[config.mk]
export PLATFORM = sky130hd
export DESIGN_NAME = id_stage
export DESIGN_NICKNAME = d
export VERILOG_FILES = /design/src/rtl/id_pkg.sv /design/src/rtl/decoder_glue.sv /design/src/rtl/id_legal_chk.sv /design/src/rtl/id_stage.sv
export SDC_FILE = /design/constraint.sdc
export NUM_CORES = 1
export LEC_CHECK = 0
export BUFFER_PORTS_ARGS = -buffer_cell sky130_fd_sc_hd__buf_2
export CAP_MARGIN = 20
export CELL_PAD_IN_SITES_DETAIL_PLACEMENT = 1
export CELL_PAD_IN_SITES_GLOBAL_PLACEMENT = 1
export CORE_ASPECT_RATIO = 0.7
export CORE_UTILIZATION = 40
export CTS_BUF_LIST = sky130_fd_sc_hd__clkbuf_2
export CTS_CLUSTER_DIAMETER = 30
export CTS_CLUSTER_SIZE = 40
export DETAILED_ROUTE_END_ITERATION = 10
export GPL_ROUTABILITY_DRIVEN = 0
export GPL_TIMING_DRIVEN = 0
export MAX_ROUTING_LAYER = met4
export PLACE_DENSITY_LB_ADDON = 0.25
export SETUP_SLACK_MARGIN = 0.5
export SYNTH_ARGS = -nofsm -noshare
export SYNTH_HDL_FRONTEND = slang
export SYNTH_SLANG_ARGS = --single-unit
[constraint.sdc]
create_clock -name clk -period 4 [get_ports clk]
set_clock_uncertainty 0.1 [all_clocks]
set_input_delay 1 -clock clk [delete_from_list [all_inputs] [get_ports clk]]
set_output_delay 1 -clock clk [all_outputs]
set_load 0.01 [all_outputs]
[src/rtl/id_pkg.sv]
// Shared decode definitions for the ID stage: opcodes, funct3/funct7 values
// used by the legality check, and the layout of the packed control bundle.
package id_pkg;

    localparam int unsigned XLEN  = 32;
    localparam int unsigned REG_W = 5;

    // RV32I major opcodes
    localparam logic [6:0] OPC_OP     = 7'b0110011;
    localparam logic [6:0] OPC_OP_IMM = 7'b0010011;
    localparam logic [6:0] OPC_LOAD   = 7'b0000011;
    localparam logic [6:0] OPC_STORE  = 7'b0100011;
    localparam logic [6:0] OPC_BRANCH = 7'b1100011;
    localparam logic [6:0] OPC_JAL    = 7'b1101111;
    localparam logic [6:0] OPC_JALR   = 7'b1100111;
    localparam logic [6:0] OPC_LUI    = 7'b0110111;
    localparam logic [6:0] OPC_AUIPC  = 7'b0010111;
    localparam logic [6:0] OPC_FENCE  = 7'b0001111;
    localparam logic [6:0] OPC_SYSTEM = 7'b1110011;

    // funct3 / funct7 values referenced by the legality check
    localparam logic [2:0] F3_JALR     = 3'b000;
    localparam logic [2:0] F3_BR_RSV0  = 3'b010;
    localparam logic [2:0] F3_BR_RSV1  = 3'b011;
    localparam logic [2:0] F3_LD_RSV0  = 3'b011;
    localparam logic [2:0] F3_LD_RSV1  = 3'b110;
    localparam logic [2:0] F3_LD_RSV2  = 3'b111;
    localparam logic [2:0] F3_ST_MAX   = 3'b010;
    localparam logic [2:0] F3_ADD_SUB  = 3'b000;
    localparam logic [2:0] F3_SRL_SRA  = 3'b101;
    localparam logic [6:0] F7_BASE     = 7'b0000000;
    localparam logic [6:0] F7_ALT      = 7'b0100000;

    typedef enum logic [1:0] {
        ALU_ADD  = 2'b00,
        ALU_BR   = 2'b01,
        ALU_FN   = 2'b10,
        ALU_PASS = 2'b11
    } alu_op_e;

    typedef enum logic [2:0] {
        IMM_I = 3'd0,
        IMM_S = 3'd1,
        IMM_B = 3'd2,
        IMM_U = 3'd3,
        IMM_J = 3'd4
    } imm_sel_e;

    typedef enum logic [1:0] {
        WB_ALU = 2'd0,
        WB_MEM = 2'd1,
        WB_PC4 = 2'd2
    } wb_sel_e;

    // Control bundle; first member is the MSB of out_ctrl
    typedef struct packed {
        logic     reg_write;
        logic     mem_read;
        logic     mem_write;
        logic     alu_src;
        logic     branch;
        logic     jump;
        alu_op_e  alu_op;
        imm_sel_e imm_sel;
        wb_sel_e  wb_sel;
        logic [2:0] funct3;
        logic     funct7b5;
    } ctrl_t;

    localparam int unsigned CTRL_W = 17;

    // Bit positions of each field inside out_ctrl
    localparam int unsigned CTRL_REG_WRITE = 16;
    localparam int unsigned CTRL_MEM_READ  = 15;
    localparam int unsigned CTRL_MEM_WRITE = 14;
    localparam int unsigned CTRL_ALU_SRC   = 13;
    localparam int unsigned CTRL_BRANCH    = 12;
    localparam int unsigned CTRL_JUMP      = 11;
    localparam int unsigned CTRL_ALU_OP_LO = 9;
    localparam int unsigned CTRL_IMM_SEL_LO = 6;
    localparam int unsigned CTRL_WB_SEL_LO = 4;
    localparam int unsigned CTRL_FUNCT3_LO = 1;
    localparam int unsigned CTRL_FUNCT7B5  = 0;

endpackage

[src/rtl/decoder_glue.sv]
// Field slicing, immediate generation and base control decode for RV32I.
// Ports: instr (in, 32) -> rd_c/rs1_c/rs2_c (5 each), imm_c (32), ctrl_c (ctrl_t).
// Unrecognised opcodes produce an all-zero control word.
module decoder_glue
    import id_pkg::*;
(
    input  logic [XLEN-1:0]  instr,
    output logic [REG_W-1:0] rd_c,
    output logic [REG_W-1:0] rs1_c,
    output logic [REG_W-1:0] rs2_c,
    output logic [XLEN-1:0]  imm_c,
    output ctrl_t            ctrl_c
);

    logic [6:0]      opcode;
    logic [XLEN-1:0] imm_i;
    logic [XLEN-1:0] imm_s;
    logic [XLEN-1:0] imm_b;
    logic [XLEN-1:0] imm_u;
    logic [XLEN-1:0] imm_j;

    assign opcode = instr[6:0];
    assign rd_c   = instr[11:7];
    assign rs1_c  = instr[19:15];
    assign rs2_c  = instr[24:20];

    // Immediate formats
    assign imm_i = {{20{instr[31]}}, instr[31:20]};
    assign imm_s = {{20{instr[31]}}, instr[31:25], instr[11:7]};
    assign imm_b = {{19{instr[31]}}, instr[31], instr[7], instr[30:25], instr[11:8], 1'b0};
    assign imm_u = {instr[31:12], 12'b0};
    assign imm_j = {{11{instr[31]}}, instr[31], instr[19:12], instr[20], instr[30:21], 1'b0};

    // Base control per opcode
    always_comb begin
        ctrl_c = '0;
        imm_c  = imm_i;
        case (opcode)
            OPC_OP: begin
                ctrl_c.reg_write = 1'b1;
                ctrl_c.alu_op    = ALU_FN;
                ctrl_c.funct3    = instr[14:12];
                ctrl_c.funct7b5  = instr[30];
                imm_c            = '0;
            end
            OPC_OP_IMM: begin
                ctrl_c.reg_write = 1'b1;
                ctrl_c.alu_src   = 1'b1;
                ctrl_c.alu_op    = ALU_FN;
                ctrl_c.imm_sel   = IMM_I;
                ctrl_c.funct3    = instr[14:12];
                ctrl_c.funct7b5  = instr[30];
            end
            OPC_LOAD: begin
                ctrl_c.reg_write = 1'b1;
                ctrl_c.mem_read  = 1'b1;
                ctrl_c.alu_src   = 1'b1;
                ctrl_c.alu_op    = ALU_ADD;
                ctrl_c.imm_sel   = IMM_I;
                ctrl_c.wb_sel    = WB_MEM;
                ctrl_c.funct3    = instr[14:12];
            end
            OPC_STORE: begin
                ctrl_c.mem_write = 1'b1;
                ctrl_c.alu_src   = 1'b1;
                ctrl_c.alu_op    = ALU_ADD;
                ctrl_c.imm_sel   = IMM_S;
                ctrl_c.funct3    = instr[14:12];
                imm_c            = imm_s;
            end
            OPC_BRANCH: begin
                ctrl_c.branch    = 1'b1;
                ctrl_c.alu_op    = ALU_BR;
                ctrl_c.imm_sel   = IMM_B;
                ctrl_c.funct3    = instr[14:12];
                imm_c            = imm_b;
            end
            OPC_JAL: begin
                ctrl_c.reg_write = 1'b1;
                ctrl_c.jump      = 1'b1;
                ctrl_c.imm_sel   = IMM_J;
                ctrl_c.wb_sel    = WB_PC4;
                imm_c            = imm_j;
            end
            OPC_JALR: begin
                ctrl_c.reg_write = 1'b1;
                ctrl_c.jump      = 1'b1;
                ctrl_c.alu_src   = 1'b1;
                ctrl_c.alu_op    = ALU_ADD;
                ctrl_c.imm_sel   = IMM_I;
                ctrl_c.wb_sel    = WB_PC4;
                ctrl_c.funct3    = instr[14:12];
            end
            OPC_LUI, OPC_AUIPC: begin
                ctrl_c.reg_write = 1'b1;
                ctrl_c.alu_src   = 1'b1;
                ctrl_c.alu_op    = ALU_PASS;
                ctrl_c.imm_sel   = IMM_U;
                imm_c            = imm_u;
            end
            default: begin
                ctrl_c = '0;
            end
        endcase
    end

endmodule

[src/rtl/id_legal_chk.sv]
// Combinational RV32I legality check and source-operand usage flags.
// Ports: opcode (7), funct3 (3), funct7 (7) -> illegal_c, rs1_used_c, rs2_used_c.
module id_legal_chk
    import id_pkg::*;
(
    input  logic [6:0] opcode,
    input  logic [2:0] funct3,
    input  logic [6:0] funct7,
    output logic       illegal_c,
    output logic       rs1_used_c,
    output logic       rs2_used_c
);

    always_comb begin
        illegal_c  = 1'b0;
        rs1_used_c = 1'b1;
        rs2_used_c = 1'b0;
        case (opcode)
            OPC_OP: begin
                rs2_used_c = 1'b1;
                // Only the base and alternate (SUB/SRA) encodings exist
                if (funct7 == F7_ALT) begin
                    illegal_c = (funct3 != F3_ADD_SUB) && (funct3 != F3_SRL_SRA);
                end else if (funct7 != F7_BASE) begin
                    illegal_c = 1'b1;
                end
            end
            OPC_OP_IMM, OPC_FENCE, OPC_SYSTEM: begin
                illegal_c = 1'b0;
            end
            OPC_LOAD: begin
                illegal_c = funct3 inside {F3_LD_RSV0, F3_LD_RSV1, F3_LD_RSV2};
            end
            OPC_STORE: begin
                rs2_used_c = 1'b1;
                illegal_c  = funct3 > F3_ST_MAX;
            end
            OPC_BRANCH: begin
                rs2_used_c = 1'b1;
                illegal_c  = funct3 inside {F3_BR_RSV0, F3_BR_RSV1};
            end
            OPC_JALR: begin
                illegal_c = funct3 != F3_JALR;
            end
            OPC_JAL, OPC_LUI, OPC_AUIPC: begin
                rs1_used_c = 1'b0;
            end
            default: begin
                illegal_c = 1'b1;
            end
        endcase
        // 16-bit compressed encodings are not supported
        if (opcode[1:0] != 2'b11) begin
            illegal_c = 1'b1;
        end
    end

endmodule

[src/rtl/id_stage.sv]
// Registered instruction-decode stage between IF and EX.
// Ports: clk, rst_n; IF side in_valid/in_ready/in_instr/in_pc; flush;
// load-use hazard inputs ex_load_valid/ex_load_rd; EX side out_valid/out_ready
// and registered payload out_pc/out_rd/out_rs1/out_rs2/out_imm/out_ctrl/out_illegal.
// in_ready is combinational; everything else toward EX is registered.
module id_stage
    import id_pkg::*;
#(
    parameter int unsigned PC_W      = 32,
    parameter bit          HAZARD_EN = 1'b1
) (
    input  logic              clk,
    input  logic              rst_n,
    input  logic              in_valid,
    output logic              in_ready,
    input  logic [XLEN-1:0]   in_instr,
    input  logic [PC_W-1:0]   in_pc,
    input  logic              flush,
    input  logic              ex_load_valid,
    input  logic [REG_W-1:0]  ex_load_rd,
    output logic              out_valid,
    input  logic              out_ready,
    output logic [PC_W-1:0]   out_pc,
    output logic [REG_W-1:0]  out_rd,
    output logic [REG_W-1:0]  out_rs1,
    output logic [REG_W-1:0]  out_rs2,
    output logic [XLEN-1:0]   out_imm,
    output logic [CTRL_W-1:0] out_ctrl,
    output logic              out_illegal
);

    logic [REG_W-1:0] dec_rd;
    logic [REG_W-1:0] dec_rs1;
    logic [REG_W-1:0] dec_rs2;
    logic [XLEN-1:0]  dec_imm;
    ctrl_t            dec_ctrl;
    logic             illegal_c;
    logic             rs1_used_c;
    logic             rs2_used_c;

    logic             stall_c;
    logic             slot_free_c;
    logic             accept_c;

    logic             valid_q,   valid_d;
    logic [PC_W-1:0]  pc_q,      pc_d;
    logic [REG_W-1:0] rd_q,      rd_d;
    logic [REG_W-1:0] rs1_q,     rs1_d;
    logic [REG_W-1:0] rs2_q,     rs2_d;
    logic [XLEN-1:0]  imm_q,     imm_d;
    ctrl_t            ctrl_q,    ctrl_d;
    logic             illegal_q, illegal_d;

    decoder_glue u_dec (
        .instr  (in_instr),
        .rd_c   (dec_rd),
        .rs1_c  (dec_rs1),
        .rs2_c  (dec_rs2),
        .imm_c  (dec_imm),
        .ctrl_c (dec_ctrl)
    );

    id_legal_chk u_legal (
        .opcode     (in_instr[6:0]),
        .funct3     (in_instr[14:12]),
        .funct7     (in_instr[31:25]),
        .illegal_c  (illegal_c),
        .rs1_used_c (rs1_used_c),
        .rs2_used_c (rs2_used_c)
    );

    // Load-use hazard: the instruction in ID reads the register a load in EX writes
    always_comb begin
        stall_c = 1'b0;
        if (HAZARD_EN && ex_load_valid && (ex_load_rd != '0) && in_valid) begin
            stall_c = (rs1_used_c && (dec_rs1 == ex_load_rd)) ||
                      (rs2_used_c && (dec_rs2 == ex_load_rd));
        end
    end

    assign slot_free_c = !valid_q || out_ready;
    assign in_ready    = slot_free_c && !stall_c && !flush;
    assign accept_c    = in_valid && in_ready;

    // ID/EX register next state: flush > accept > bubble > hold
    always_comb begin
        valid_d   = valid_q;
        pc_d      = pc_q;
        rd_d      = rd_q;
        rs1_d     = rs1_q;
        rs2_d     = rs2_q;
        imm_d     = imm_q;
        ctrl_d    = ctrl_q;
        illegal_d = illegal_q;
        if (flush) begin
            valid_d = 1'b0;
        end else if (accept_c) begin
            valid_d   = 1'b1;
            pc_d      = in_pc;
            rd_d      = dec_rd;
            rs1_d     = dec_rs1;
            rs2_d     = dec_rs2;
            imm_d     = dec_imm;
            // An illegal instruction must not write back or touch memory
            ctrl_d    = illegal_c ? ctrl_t'('0) : dec_ctrl;
            illegal_d = illegal_c;
        end else if (slot_free_c) begin
            valid_d = 1'b0;
        end
    end

    always_ff @(posedge clk or negedge rst_n) begin
        if (!rst_n) begin
            valid_q   <= 1'b0;
            pc_q      <= '0;
            rd_q      <= '0;
            rs1_q     <= '0;
            rs2_q     <= '0;
            imm_q     <= '0;
            ctrl_q    <= '0;
            illegal_q <= 1'b0;
        end else begin
            valid_q   <= valid_d;
            pc_q      <= pc_d;
            rd_q      <= rd_d;
            rs1_q     <= rs1_d;
            rs2_q     <= rs2_d;
            imm_q     <= imm_d;
            ctrl_q    <= ctrl_d;
            illegal_q <= illegal_d;
        end
    end

    assign out_valid   = valid_q;
    assign out_pc      = pc_q;
    assign out_rd      = rd_q;
    assign out_rs1     = rs1_q;
    assign out_rs2     = rs2_q;
    assign out_imm     = imm_q;
    assign out_ctrl    = ctrl_q;
    assign out_illegal = illegal_q;

endmodule
* After elaboration in Yosys (flattened, before gate mapping) *
Cells that the tools add are included.

word-level totals
  word-level logic and storage cells = 92
  input port bits = 75
  flip-flop bits (word level) = 98
  output and inout port bits = 99

cells by class
  eq/ne operators = 20
  reduce and logical (&&, ||, !) cells = 29
  multiplexer cells = 23
  bitwise operators = 1
  magnitude comparators = 1

operators with widths
  operator                                                               count
  32-bit case mux with 5 select lines                                    1
  7-bit by 6-bit == test with 1-bit output (second input constant)       4
  7-bit == test (second input constant)                                  4
  6-bit OR reduction                                                     3
  17-bit 2-to-1 mux                                                      1
  1-bit 2-to-1 mux                                                       16
  7-bit by 5-bit == test with 1-bit output (second input constant)       2
  3-bit case mux with 4 select lines                                     1
  5-bit == test                                                          2
  3-bit nonzero test                                                     3
  1-bit logical AND                                                      8
  7-bit by 2-bit == test with 1-bit output (second input constant)       1
  7-bit by 4-bit == test with 1-bit output (second input constant)       1
  7-bit nonzero test                                                     1
  7-bit OR reduction                                                     1
  3-bit by 2-bit == test with 1-bit output (second input constant)       2
  3-bit == test (second input constant)                                  2
  1-bit case mux with 6 select lines                                     1
  2-bit case mux with 3 select lines                                     1
  2-bit OR reduction                                                     3
  3-bit OR reduction                                                     2
  5-bit nonzero test                                                     1
  2-bit case mux with 2 select lines                                     1
  3-bit by 2-bit > comparator with 1-bit output (second input constant)  1
  8 further kinds                                                        11

* Longest topological paths before layout *
Gate-level depths: netlist of run 1.

  word-level depth = 12
  mapped depth = 11
  mapped depth without buffers = 6

* Hierarchy *
Synthesis of run 1 repeated with hierarchy kept, for this count alone.

second synthesis, totals
  cells, all modules = 375
  area total of the unflattened synthesis = 4845.9 um^2

modules (own cells, without submodules)
  module        times used  cells each  area each (um^2)  seq. area each (um^2)
  id_stage      1           232         3829.9            2452.4
  decoder_glue  1           116         827.0             0.0
  id_legal_chk  1           27          188.9             0.0

* Worst setup path before layout of run 1 *
No wires, ideal clock.

  path type = input-to-output
  start point = input port in_instr[6]
  end point = output port in_ready
  path buffers = 3
  path slack = 0.597 ns
  arrival = 2.303 ns
  stages = 8
  cells stage by stage = buf_2 or3b_4 nor2_4 or2_1 buf_6 o2111ai_2 clkbuf_1 inv_1

on the way
  cells in the longest elaborated chain, start to end = 9

ends and longest elaborated chain
  element                                       line                            text
  from (decl)                                   id_stage.sv:16                  input logic [XLEN-1:0] in_instr,
  7-bit == test, or another cell as far along   id_legal_chk.sv:18              case (opcode)
  3-bit OR reduction, on equally long branches  -
  1-bit 2-to-1 mux                              id_legal_chk.sv:18
  1-bit logical AND, on equally long branches   id_stage.sv:76, id_stage.sv:77
  1-bit logical OR *                            id_stage.sv:76                  stall_c = (rs1_used_c && (dec_rs1 == ex_load_rd)) ||
  1-bit 2-to-1 mux *                            id_stage.sv:75                  if (HAZARD_EN && ex_load_valid && (ex_load_rd != '0) && in_valid) begin
  1-bit logical NOT *                           id_stage.sv:82                  assign in_ready = slot_free_c && !stall_c && !flush;
  1-bit logical AND * (2 in series)             id_stage.sv:82
  to (decl)                                     id_stage.sv:15                  output logic in_ready,

Mark *: on every way between the ends. The rest lies on a longest branch, timed or not.

* Worst setup path in the final report of run 1 *
  start point = input port ex_load_rd[2]
  end point = output port in_ready

on the way
  cells in the longest elaborated chain, start to end = 7

ends and longest elaborated chain
  element                                                line                                            text
  from (decl)                                            id_stage.sv:20                                  input logic [REG_W-1:0] ex_load_rd,
  5-bit == test, or another cell as far along            id_stage.sv:76
  1-bit logical AND, on equally long branches            id_stage.sv:76, id_stage.sv:75, id_stage.sv:77
  1-bit logical OR or 1-bit logical AND (tied branches)  id_stage.sv:76, id_stage.sv:75
  1-bit 2-to-1 mux *                                     id_stage.sv:75
  1-bit logical NOT *                                    id_stage.sv:82
  1-bit logical AND * (2 in series)                      id_stage.sv:82

Marked as above.

==> run metrics, run 1 <==
IO buf count=169; RSZ-0062 raised after global routing=true; Mapped Area=0.00442 mm^2; clock latency on the worst-skew pair=around 0.57 ns; commonest non-fill, non-tap cell in the layout=buf_2; Peak VDD IR=248 uV; CTS tree=built; layout cells sized above 1=between 40% and 50%; ys async rst share=between 90% and 100%; Vias=3,894; CTS clk-pin slew, worst paths=0.27 ns; DR iter-0 viols=177; drt wl/cell=about 19 um; Routed Wire Length=~14 mm; GRT Overall Usage=26.0%; core area=0.0106 mm^2; nature of the critical path startpoint=input port; Synth area leaders=dfrtp_1 54%, mux2_2 15%, o21ai_0 7.8%, a21oi_1 3.1%, xor2_1 1.6%; Tot Pwr=0.00232 W; minimum clock period=approximately 3.5 ns; flop and latch count out of synthesis=96; Site Rows=31; EDFF count, synth=0; Hold Path Class=in2async; # IOs=174; Fin Setup TNS=0 ns; leakage power=2.76 nW; Residual DRC=0; status=finished clean; Nets=roughly 660; CP Class=in2out; Final WS setup=0.472 ns; die span in x=128 um; Area Overhead vs Synth=29.5%; top-area cell type share of the netlist area=54.4%; CTS buffer count=9; post-synthesis cell type count=45; period utilisation layout=88.2%; dpl hpwl=10.7 mm; vias in the first global route=4,215; max_slew headroom=44.1%; Die Ht=roughly 90 um; 1st-pass router iterations=4; crit path launch=ex_load_rd[2]; FF-to-FF setup slack=1.97 ns; CP Capture Point=in_ready; post-layout util=54.2%; cells after synthesis=394; Synth area leader=dfrtp_1; worst slew pin tran=0.835 ns; Syn Nets=469; final number of max-transition violations=0; htree depth=3; YS warnings=0; CTS Sinks=between 90 and 100; pre-CTS setup slack=0.0306 ns; Mapped Avg Cell Area=approximately 11 um^2; Root Driver=clkbuf_2; first-pass GRT wire length=22.4 mm; Power Density=406 mW/mm^2; most frequent cells in the layout=172 x buf_2, 96 x dfrtp_1, 69 x o21ai_0, 58 x mux2_2, 27 x a21oi_1; Final Hold Viols=0; worst reg2reg path depth=7; Worst Setup End Kind=output pin; placed inst area=about 0.0055 mm^2; starting density of the core=41.9%; sequential area share after synthesis=54.4%; gr ovfl total=0; die area=0.0115 mm^2; via density per instance=approximately 5.3; CTS Buffer Depth=2; CP Data Required Time=2.90 ns; worst r2r src=out_valid; most common flop cell mapped by yosys=dfrtp_1; Max Cap Viol=0; antenna viol nets, final=0; FF-to-FF End=out_ctrl[3]; largest net degree at the start of global routing=67; initial antenna violation count=0; CP Max Fanout=3; critical path data arrival time=2.43 ns; antenna cells=0; fmax=283 MHz; final instance area=0.00572 mm^2; final setup violation count=0
## metrics by stage
stage	hold slack [ns]	cells
2_1_floorplan	0.446	394
3_3_place_gp	0.382	711
3_5_place_dp	0.389	712
4_1_cts	0.171	731
5_1_grt	0.174	732
6_report	0.207	732
## where the power goes
group / leakage [nW] / switching, W / internal (W)
Clock: 0.0853 / 0.000350 / 0.000215
Sequential: 1.18 / 0.0000723 / 0.00111
Combinational: 1.50 / 0.000312 / 0.000263
Total: 2.76 / 0.000734 / 0.00159
## worst max-delay path, stage by stage
cell and delay [ns]:
buf_8 0.10, or3_1 0.38, o311a_1 0.36, nand4_1 0.14, o2111ai_4 0.15, buf_8 0.16, inv_2 0.04, buf_6 0.09
## routing by layer
metal	part of all wire [%]	global-route usage, %	up-vias
met5	0	-	-
met4	0.70	5.98	0
met3	7.8	8.45	11
met2	47	40.7	148
met1	44	32.8	1946
li1	-	-	1789
## area by class of cell
type	instances	area (um^2)
Multi-Input combinational cell	257	1830
Inverter	8	30.0
Sequential cell	96	2400
Clock buffer	9	45.0
Timing Repair Buffer	175	936
Buffer	33	190
Tap cell	148	185
Clock inverter	6	97.6
Fill cell	1243	4830
## synth_stat cells, types with 3 or more instances
library cell  number
a21oi_1           27
a22o_1             4
and2_1             3
buf_2              7
buf_6              5
clkbuf_1          17
dfrtp_1           96
inv_1              8
mux2_2            58
nand2_1           17
nand2b_1           4
nor2_1            12
nor3_1             7
nor4_1             4
o21ai_0           69
o31ai_1            6
o41ai_1            5
or3_1              4
xor2_1             8
## timing repair
action,4_1_cts,5_1_grt
hold buffers,0,0
setup buffers,4,1
gates resized for setup,7,8
pin swaps,1,3
setup endpoints to repair,1,1
## cells by family after synthesis
logic type,after synthesis,share of synthesized area [%]
compound gates,121,15.7
mux,59,15.0
simple gates,67,8.16
flops,96,54.4
buf+inv,41,4.73
xor+xnor,10,1.98
## worst min path at each step
stage	to	cells after the start
after floorplan	out_ctrl[13]	2
after global placement	out_pc[30]	1
after detailed placement	out_pc[16]	1
after CTS	out_imm[26]	1
after global routing	out_imm[26]	1
final	out_imm[26]	1
## sequential cells by signal (all words and copies together), names as in the netlist
register,cells
out_pc,32
out_illegal,1
out_rd,5
out_ctrl,15
out_rs2,5
out_imm,32
out_valid,1
out_rs1,5
(Power assumes the default switching activity.)
==> inputs of run 2 (changes only) <==
--- a/config.mk
+++ b/config.mk
@@ -7,8 +7,6 @@
 export LEC_CHECK = 0
 export BUFFER_PORTS_ARGS = -buffer_cell sky130_fd_sc_hd__buf_2
 export CAP_MARGIN = 20
-export CELL_PAD_IN_SITES_DETAIL_PLACEMENT = 1
-export CELL_PAD_IN_SITES_GLOBAL_PLACEMENT = 1
 export CORE_ASPECT_RATIO = 0.7
 export CORE_UTILIZATION = 40
 export CTS_BUF_LIST = sky130_fd_sc_hd__clkbuf_2
==> run metrics, run 2 (synthesized netlist as in run 1, its figures left out) <==
CP Max Fanout=2 (-1); Hold Path Class=in2async; Power Density=381 mW/mm^2 (-6.2%); Root Driver=clkbuf_2; final setup violation count=0 (unchanged); Area Overhead vs Synth=28.9%; Hold-fix buffers, CTS=0 (unchanged); Worst Setup End Kind=output pin; core area=0.0106 mm^2 (unchanged); nature of the critical path startpoint=input port; Nets=657 (+0.31%); gr ovfl total=0 (unchanged); # IOs=174 (unchanged); 1st-pass router iterations=4 (unchanged); Max Cap Viol=0 (unchanged); crit-path cells=buf_8 > or3_1 > o311a_1 > nand4_1 > o2111ai_4 > clkbuf_8 > inv_2 > buf_6; period utilisation layout=86.7% (-1.5 points); leakage power=2.74 nW (-0.75%); Final Hold Viols=0 (unchanged); Fin Hold WS=0.280 ns (+0.0728 ns); antenna viol nets, final=0 (unchanged); worst slew pin tran=0.844 ns (+0.00968 ns); status=finished clean; Fin Setup TNS=0 ns (unchanged); initial antenna violation count=0 (unchanged); IO buf count=169 (unchanged); Die Ht=89.9 um (unchanged); CTS buffer count=9 (unchanged); first-pass GRT wire length=19.5 mm (-13%); RSZ-0062 raised after global routing=true; die span in x=128 um (unchanged); final number of max-transition violations=0 (unchanged); CP Class=in2out; minimum clock period=3.47 ns (-0.0599 ns); layout cells sized above 1=46.6% (+0.18 points); CTS Sinks=96 (unchanged); drt wl/cell=16.6 um (-13%); placed inst area=0.00548 mm^2 (unchanged); Peak VDD IR=266 uV (+7.3%); fmax=288 MHz (+1.7%); largest net degree at the start of global routing=54 (-19%); Vias=3,899 (+0.13%); storage element area=0.00240 mm^2 (unchanged); CTS tree=built; clock latency on the worst-skew pair=0.56 ns (about the same); Multi-input gate area=0.00183 mm^2 (unchanged); GRT Overall Usage=22.8% (-3.2 points); commonest non-fill, non-tap cell in the layout=buf_2; fillers=973 (-22%); final instance area=0.00569 mm^2 (-0.46%); most frequent cells in the layout=171 x buf_2, 96 x dfrtp_1, 69 x o21ai_0, 58 x mux2_2, 27 x a21oi_1; CP Data Required Time=2.90 ns (about the same); die area=0.0115 mm^2 (unchanged); Residual DRC=0 (unchanged); dpl hpwl=9.15 mm (-14%); via density per instance=5.31 (-0.14%); vias in the first global route=3,829 (-9.2%); CTS Buffer Depth=2 (unchanged); antenna cells=0 (unchanged); critical path data arrival time=2.37 ns (-0.06 ns); CTS clk-pin slew, worst paths=0.27 ns (about the same); htree depth=3 (unchanged); DR iter-0 viols=201 (+14%); Worst path slowest cell=or3_1; Site Rows=31 (unchanged); worst stage delay on the critical path=0.37 ns (about the same); Routed Wire Length=12.2 mm (-13%); starting density of the core=41.9% (unchanged); max_slew headroom=43.4% (-0.65 points)
-- run 2: worst paths after layout --
| kind | start | endpoint | slack (ns) | depth (start not counted) |
|---|---|---|---|---|
| max | ex_load_rd[0] | in_ready | 0.53 | 8 |
| min in group clk | out_imm[4] | out_imm[4] | 0.44 | 1 |
| max reg2reg | out_valid | out_ctrl[1] | 1.85 | 8 |
| min | rst_n | out_pc[21] | 0.28 | 1 |
| max in group asynchronous | rst_n | out_ctrl[9] | 2.89 | 2 |
| min reg2reg | out_imm[4] | out_imm[4] | 0.44 | 1 |
-- run 2: where the power goes --
group	internal [W]	leakage (nW)	switching, W
clock	0.0000867	0.0529	0.000340
sequential	0.00111	1.18	0.0000704
combinational	0.000264	1.51	0.000297
total	0.00146	2.74	0.000708
-- run 2: area by class of cell --
type | instances | share of cell area, %
Sequential cell | 96 | 42.2
Multi-Input combinational cell | 257 | 32.2
Timing Repair Buffer | 177 | 16.8
Buffer | 33 | 3.32
Tap cell | 148 | 3.25
Clock inverter | 6 | 0.901
Clock buffer | 9 | 0.791
Inverter | 8 | 0.527
-- run 2: through the flow --
stage	setup WS (ns)	util, %	power, W	instances
floorplan	0.597	-	0.00147	394
global placement	0.120	51.6	0.00173	711
detailed placement	0.0269	51.9	0.00175	712
CTS	0.476	53.8	0.00219	733
global route	0.448	54.0	0.00231	734
finish	0.532	54.0	0.00217	734
-- run 2: repair_timing --
item / 4_1_cts / 5_1_grt
hold endpoints to repair: 0 / 0
setup buffers: 6 / 1
resized for setup: 12 / 2
setup endpoints to repair: 1 / 1
pin swaps: 4 / 3
-- run 2: per-layer routing --
layer	vias to the layer above	routed length, um	GRT usage, %
met3	11	1110	7.86
met4	0	125	4.80
met5	-	0	-
met2	189	5350	33.3
li1	1795	-	-
met1	1904	5600	30.7
-- run 2: critical path: cells and delay by family --
| kind | cells | cell delay [ns] |
|---|---|---|
| buffers and inverters | 4 | 0.40 |
| and+or+nand+nor | 2 | 0.51 |
| AOI/OAI and AO/OA | 2 | 0.46 |
